==> src/rtl/interrupt_controller.sv <==
// Trap/interrupt arbiter: latches NMI/ECALL/EBREAK events, masks level sources,
// picks a fixed-priority winner and holds a single request until take, then tracks the handler until mret.
module interrupt_controller #(
  parameter int NUM_IRQ = 8,
  parameter int IDW     = 3
) (
  input  logic               clk,
  input  logic               rst,
  input  logic               nmi_i,
  input  logic               ecall_i,
  input  logic               ebreak_i,
  input  logic               tmr_i,
  input  logic [NUM_IRQ-1:0] irq_i,
  input  logic               mie,
  input  logic               tmr_en,
  input  logic [NUM_IRQ-1:0] irq_mask,
  input  logic               take,
  input  logic               mret,
  output logic               interruptF,
  output logic [2:0]         interSel,
  output logic [IDW-1:0]     intNum,
  output logic               in_service
);

  localparam logic [2:0] CauseNmi    = 3'd0;
  localparam logic [2:0] CauseEcall  = 3'd1;
  localparam logic [2:0] CauseEbreak = 3'd2;
  localparam logic [2:0] CauseTmr    = 3'd3;
  localparam logic [2:0] CauseInt    = 3'd4;

  typedef enum logic [1:0] {
    IDLE    = 2'd0,
    REQ     = 2'd1,
    SERVICE = 2'd2
  } state_e;

  state_e           state_q, state_d;
  logic             nmiDly_q;
  logic             nmiP_q, nmiP_d;
  logic             ecallP_q, ecallP_d;
  logic             ebreakP_q, ebreakP_d;
  logic             interruptF_q, interruptF_d;
  logic [2:0]       interSel_q, interSel_d;
  logic [IDW-1:0]   intNum_q, intNum_d;
  logic             inService_q, inService_d;

  logic               nmiRise;
  logic               nmiElig, ecallElig, ebreakElig, tmrElig;
  logic [NUM_IRQ-1:0] intElig;
  logic [IDW-1:0]     intIdx;
  logic               anyElig;
  logic [2:0]         winSel;
  logic               takeNow;

  assign nmiRise    = nmi_i & ~nmiDly_q;
  assign nmiElig    = nmiP_q | nmiRise;
  assign ebreakElig = ebreakP_q | ebreak_i;
  assign ecallElig  = ecallP_q | ecall_i;
  assign tmrElig    = tmr_i & tmr_en & mie;
  assign intElig    = irq_i & irq_mask & {NUM_IRQ{mie}};
  assign anyElig    = nmiElig | ebreakElig | ecallElig | tmrElig | (|intElig);
  assign takeNow    = (state_q == REQ) & take;

  // Scanning downwards leaves the lowest eligible line index in intIdx.
  always_comb begin
    intIdx = '0;
    for (int i = NUM_IRQ - 1; i >= 0; i--) begin
      if (intElig[i]) intIdx = IDW'(i);
    end
  end

  always_comb begin
    if (nmiElig)         winSel = CauseNmi;
    else if (ebreakElig) winSel = CauseEbreak;
    else if (ecallElig)  winSel = CauseEcall;
    else if (tmrElig)    winSel = CauseTmr;
    else                 winSel = CauseInt;
  end

  // Sticky bits: a new event in the same cycle as the take-clear keeps the bit set.
  always_comb begin
    nmiP_d    = (nmiP_q    & ~(takeNow & (interSel_q == CauseNmi)))    | nmiRise;
    ecallP_d  = (ecallP_q  & ~(takeNow & (interSel_q == CauseEcall)))  | ecall_i;
    ebreakP_d = (ebreakP_q & ~(takeNow & (interSel_q == CauseEbreak))) | ebreak_i;
  end

  // Request FSM; cause outputs are only rewritten when a new request is issued from IDLE.
  always_comb begin
    state_d      = state_q;
    interruptF_d = interruptF_q;
    interSel_d   = interSel_q;
    intNum_d     = intNum_q;
    inService_d  = inService_q;
    case (state_q)
      IDLE: begin
        if (anyElig) begin
          interruptF_d = 1'b1;
          interSel_d   = winSel;
          intNum_d     = (winSel == CauseInt) ? intIdx : '0;
          state_d      = REQ;
        end
      end
      REQ: begin
        if (take) begin
          interruptF_d = 1'b0;
          inService_d  = 1'b1;
          state_d      = SERVICE;
        end
      end
      SERVICE: begin
        if (mret) begin
          inService_d = 1'b0;
          state_d     = IDLE;
        end
      end
      default: state_d = IDLE;
    endcase
  end

  // nmiDly_q resets high so an NMI line already asserted at reset release is not an edge.
  always_ff @(posedge clk) begin
    if (rst) begin
      state_q      <= IDLE;
      nmiDly_q     <= 1'b1;
      nmiP_q       <= 1'b0;
      ecallP_q     <= 1'b0;
      ebreakP_q    <= 1'b0;
      interruptF_q <= 1'b0;
      interSel_q   <= 3'd0;
      intNum_q     <= '0;
      inService_q  <= 1'b0;
    end else begin
      state_q      <= state_d;
      nmiDly_q     <= nmi_i;
      nmiP_q       <= nmiP_d;
      ecallP_q     <= ecallP_d;
      ebreakP_q    <= ebreakP_d;
      interruptF_q <= interruptF_d;
      interSel_q   <= interSel_d;
      intNum_q     <= intNum_d;
      inService_q  <= inService_d;
    end
  end

  assign interruptF = interruptF_q;
  assign interSel   = interSel_q;
  assign intNum     = intNum_q;
  assign in_service = inService_q;

endmodule

==> config.mk <==
export PLATFORM = sky130hd
export DESIGN_NAME = interrupt_controller
export DESIGN_NICKNAME = d
export VERILOG_FILES = /design/src/rtl/interrupt_controller.sv
export SDC_FILE = /design/constraint.sdc
export NUM_CORES = 1
export LEC_CHECK = 0
export CORE_UTILIZATION = 42
export CTS_BUF_LIST = sky130_fd_sc_hd__clkbuf_8
export CTS_CLUSTER_SIZE = 20
export DETAILED_ROUTE_END_ITERATION = 8
export PLACE_DENSITY = 0.93
export SLEW_MARGIN = 10
export SYNTH_ARGS = -nofsm -noshare
export SYNTH_HDL_FRONTEND = slang
export SYNTH_SLANG_ARGS = --single-unit
export TNS_END_PERCENT = 30
==> constraint.sdc <==
create_clock -name clk -period 2.15 [get_ports clk]
set_clock_uncertainty 0.2 [all_clocks]
set_input_delay 0.43 -clock clk [delete_from_list [all_inputs] [get_ports clk]]
set_output_delay 0.43 -clock clk [all_outputs]
set_load 0.1 [all_outputs]
==> results.md <==
- The master cell of the clock root buffer is sky130_fd_sc_hd__clkbuf_8.
- The most critical setup path has its endpoint at intNum[0]$_SDFFE_PP0P_.
- The initial detailed-routing violation count is 13.
- Summing every instance area after synthesis gives 733 um^2.
- In this run the number of H-tree levels came out at 1.
- The vertical die dimension is 43.8 um.
- The reported max-cap violation count is 0.
- The maximum achievable frequency is 0.495 GHz.
- In this run the horizontal extent of the chip is 43.8 um.
- The cell taking the most area after synthesis is sky130_fd_sc_hd__dfxtp_1.
- The post-layout net count is 158.
- Yosys printed 0 warnings.
- The largest single stage delay on the critical path is 430 ps.
- The first global-routing pass estimated 3120 um of wire.
- After synthesis, the cell types taking the most area are sky130_fd_sc_hd__dfxtp_1 (38%), sky130_fd_sc_hd__a21oi_1 (5.5%), sky130_fd_sc_hd__nand2_1 (4.6%).
- After synthesis, the largest family of logic cells by area is compound AO/OA/AOI/OAI gates.
- The worst slew slack as a fraction of its limit is 0.668.
- At the pin with the least slew margin, the transition time is 491 ps.
- In the final layout, the share of cells above drive strength 1 is 0.169.
- The number of global-route vias before repair was 779.
- Once the clock tree was built, the resizer swapped 0 gates to a different size.
- The post-route minimum period is 2020 ps.
- The endpoint identified for the worst register-to-register timing path is interSel[0]$_SDFFE_PP0P_.
- The number of antenna violations at the first check in global routing is 0.
- The total number of clock tree sinks is 14.
- The final total power is 0.000844 W.
- Setup violations remaining at the end of the flow were counted as 0.
- The number of hold violations in the final report is 0.
- The clock tree from TritonCTS is built.
- The number of distinct library cells after synthesis is 31.
- Yosys mapped a number of flops with a built-in enable equal to 0.
- The mux cell area share after synthesis is 0.
- The core utilization of the finished layout is 0.746.
- Dividing the final minimum period by the clock period gives 0.939.
- The area of the core region is 0.00158 mm^2.
- Once detail routing completed, the nets flagged for antenna violations numbered 0.
- The power density over the cells is 717 mW/mm^2.
- The multi-input combinational cells in the finished layout cover a total of 419 um^2.
- The fraction of the mapped netlist area in compound gates is 0.343.
- The worst-path maximum fanout is 3.
- The number of hold buffers added after CTS is 0.
- The number of register bits inferred by synthesis is 14.
- The wire-length estimate of the detail-placed layout is 1500 um.
- The number of vias after detailed routing is 850.
- The sequential cells in the finished layout cover a total of 280 um^2.
- The run finished, with violations left.
- The later pin in the worst-skew pair is clocked with a latency of 240 ps.
- The final wirelength is 1900 um.
- The placed instance area is 0.00113 mm^2.
- By startpoint and endpoint, the worst setup path is classified as in2reg.
- The worst reg-to-reg path cell count is 4.
- The boundary pin count is 34.
- The sequential cell area fraction in the yosys report is 0.382.
- The clock-pin slew reported for the worst setup and hold paths after clock tree synthesis is 60 ps.
- For this run, asynchronously set or reset flops after synthesis account for 0.
- The basic-gate share of the synthesized area counting and, or, nand and nor cells is 0.229.
- Of the total synthesized cell area, the portion taken by full adders, half adders and majority gates is 0.
- The xor-xnor portion of the synthesized cell area is 0.
- The leakage power figure is 0.455 nW.
- Counting the fill cells in the layout gives 129.
- The startpoint of the tightest hold check path is interruptF$_SDFFE_PP0P_.
- The number of nets in the synthesized netlist is 116.
- The initial core utilization is 0.465.
- STA classifies the critical path startpoint as a primary input.
- The startpoint identified for the worst register-to-register timing path is state_q[1]$_SDFFE_PP0P_.
- The layout overhead on the synthesized area is 60.4%.
- The kind of path behind the tightest hold check is reg2reg.
- The clock passes through at most 2 buffers.
- In this run the mean area of a mapped cell was 8.15 um^2.
- In this run the tool buffered the top-level ports with 33 buffer cells.
- The area share of the leading cell type in the synthesized netlist is 0.382.
- The checks that failed: design-rule violations.
- After routing the design area is 0.00118 mm^2.
- Walking the worst path, the cells encountered are clkdlybuf4s50_1 > a311oi_2 > nand4_1 > o31a_1 > o32ai_2.
- For this run, the total global-route usage over all layers was measured as 0.217.
- For flop-to-flop paths, the worst setup slack is 490 ps.
- The pin count of the biggest net entering global routing is 11.
- The total overflow left after global routing is 0.
- After detailed routing, the number of vias per cell comes to 5.82.
- Data on the critical path arrives at its endpoint at 1970 ps.
- The detailed-route wire length per cell is 13.0 um.
- The number of antenna diodes in the final layout is 0.
- The row count is 14.
- The most common flop cell mapped by yosys is sky130_fd_sc_hd__dfxtp_1.
- Across the VDD grid, the largest voltage drop is 0.000430 V.
- The max-slew violation total from the final report is 0.
- For the worst setup path, the data required time is 2100 ps.
- Buffers inserted during clock tree synthesis total 3.
- The post-detailed-route DRC marker count is 2.
- The final setup TNS is 0 ps.
- The final weighted congestion in routability-driven placement is 0.828.
- The most critical setup path has its startpoint at tmr_i.
- The die covers 0.00192 mm^2.
- The detailed-router iteration count before antenna repair is 6.
- The cell with the largest stage delay on the worst path is sky130_fd_sc_hd__clkdlybuf4s50_1.
- Setup repair after global routing left no endpoint under its margin.
- The element type at the critical path end is a register.
- The instance count of the mapped netlist is 90.
-- state kept, by name (all words and copies together), names as in the netlist --
signal,count
ebreakP_q,1
intNum,3
state_q,2
nmiDly_q,1
interruptF,1
nmiP_q,1
in_service,1
ecallP_q,1
interSel,3
-- worst min path at each step --
stage / end / cells after the start / slack (ps)
5_1_grt: interruptF$_SDFFE_PP0P_ / 2 / 320
4_1_cts: interruptF$_SDFFE_PP0P_ / 2 / 290
2_1_floorplan: nmiP_q$_SDFF_PP0_ / 2 / 270
6_report: interruptF$_SDFFE_PP0P_ / 2 / 290
3_3_place_gp: interruptF$_SDFFE_PP0P_ / 2 / 270
3_5_place_dp: interruptF$_SDFFE_PP0P_ / 2 / 280
-- report_power, final --
group	leakage (nW)	switching, W	total, W	internal (W)
sequential	0.116	0.0000255	0.000311	0.000285
combinational	0.318	0.000197	0.000328	0.000130
clock	0.0216	0.0000820	0.000205	0.000123
total	0.455	0.000305	0.000844	0.000539
-- Yosys cell counts, types with 4 or more instances --
master and n:
sky130_fd_sc_hd__inv_1 8, sky130_fd_sc_hd__nand2b_1 4, sky130_fd_sc_hd__a31oi_1 4, sky130_fd_sc_hd__o21ai_0 4
sky130_fd_sc_hd__dfxtp_1 14, sky130_fd_sc_hd__nor2_1 8, sky130_fd_sc_hd__nand2_1 9, sky130_fd_sc_hd__a21oi_1 8
-- logic make-up (layout without fill, tap and decap cells) --
logic type             count (synthesis)  in the layout
and+or+nand+nor                       33             33
DFF                                   14             14
AOI/OAI and AO/OA                     34             34
buffers and inverters                  9             49
-- layer usage --
| layer | global-route usage | vias to the layer above | routed length (um) |
|---|---|---|---|
| li1 | - | 422 | - |
| met1 | 0.282 | 385 | 736 |
| met2 | 0.352 | 43 | 1020 |
| met3 | 0.0375 | 0 | 148 |
| met4 | 0.0938 | 0 | 0 |
| met5 | 0 | - | 0 |
-- cell usage in the layout, fill, tap and decap left out, drive strengths merged, types with 3 or more instances in the layout --
| cell type | instances |
|---|---|
| a31oi | 4 |
| o21ai | 4 |
| dfxtp | 14 |
| a21oi | 8 |
| nand2b | 4 |
| nor2 | 8 |
| clkdlybuf4s50 | 25 |
| nand2 | 9 |
| inv | 8 |
| clkbuf | 3 |
| buf | 13 |
-- worst max-delay path: cells and delay by family --
kind	cells	cell delay, ps
AO/OA/AOI/OAI	3	920
buffers and inverters	1	430
AND/OR/NAND/NOR	1	190
-- through the flow --
stage	instances	hold WS [ps]	setup WS, ps
final	146	294	132
after CTS	145	292	137
after global routing	146	323	3.71
after global placement	142	269	-49.8
after floorplan	90	267	325
after detailed placement	142	285	-106
-- area by class of cell --
| cell class | instances | share of cell area |
|---|---|---|
| clock buffer | 3 | 0.0351 |
| inverter | 8 | 0.0255 |
| multi-input combinational | 67 | 0.356 |
| sequential | 14 | 0.238 |
| tap | 16 | 0.0170 |
| timing repair buffer | 38 | 0.328 |
-- timing repair --
action	4_1_cts	5_1_grt
endpoints found under the hold margin	0	0
setup buffers	0	1
endpoints found under the setup margin	0	1
No activity file was read; power rests on OpenSTA's default activity.
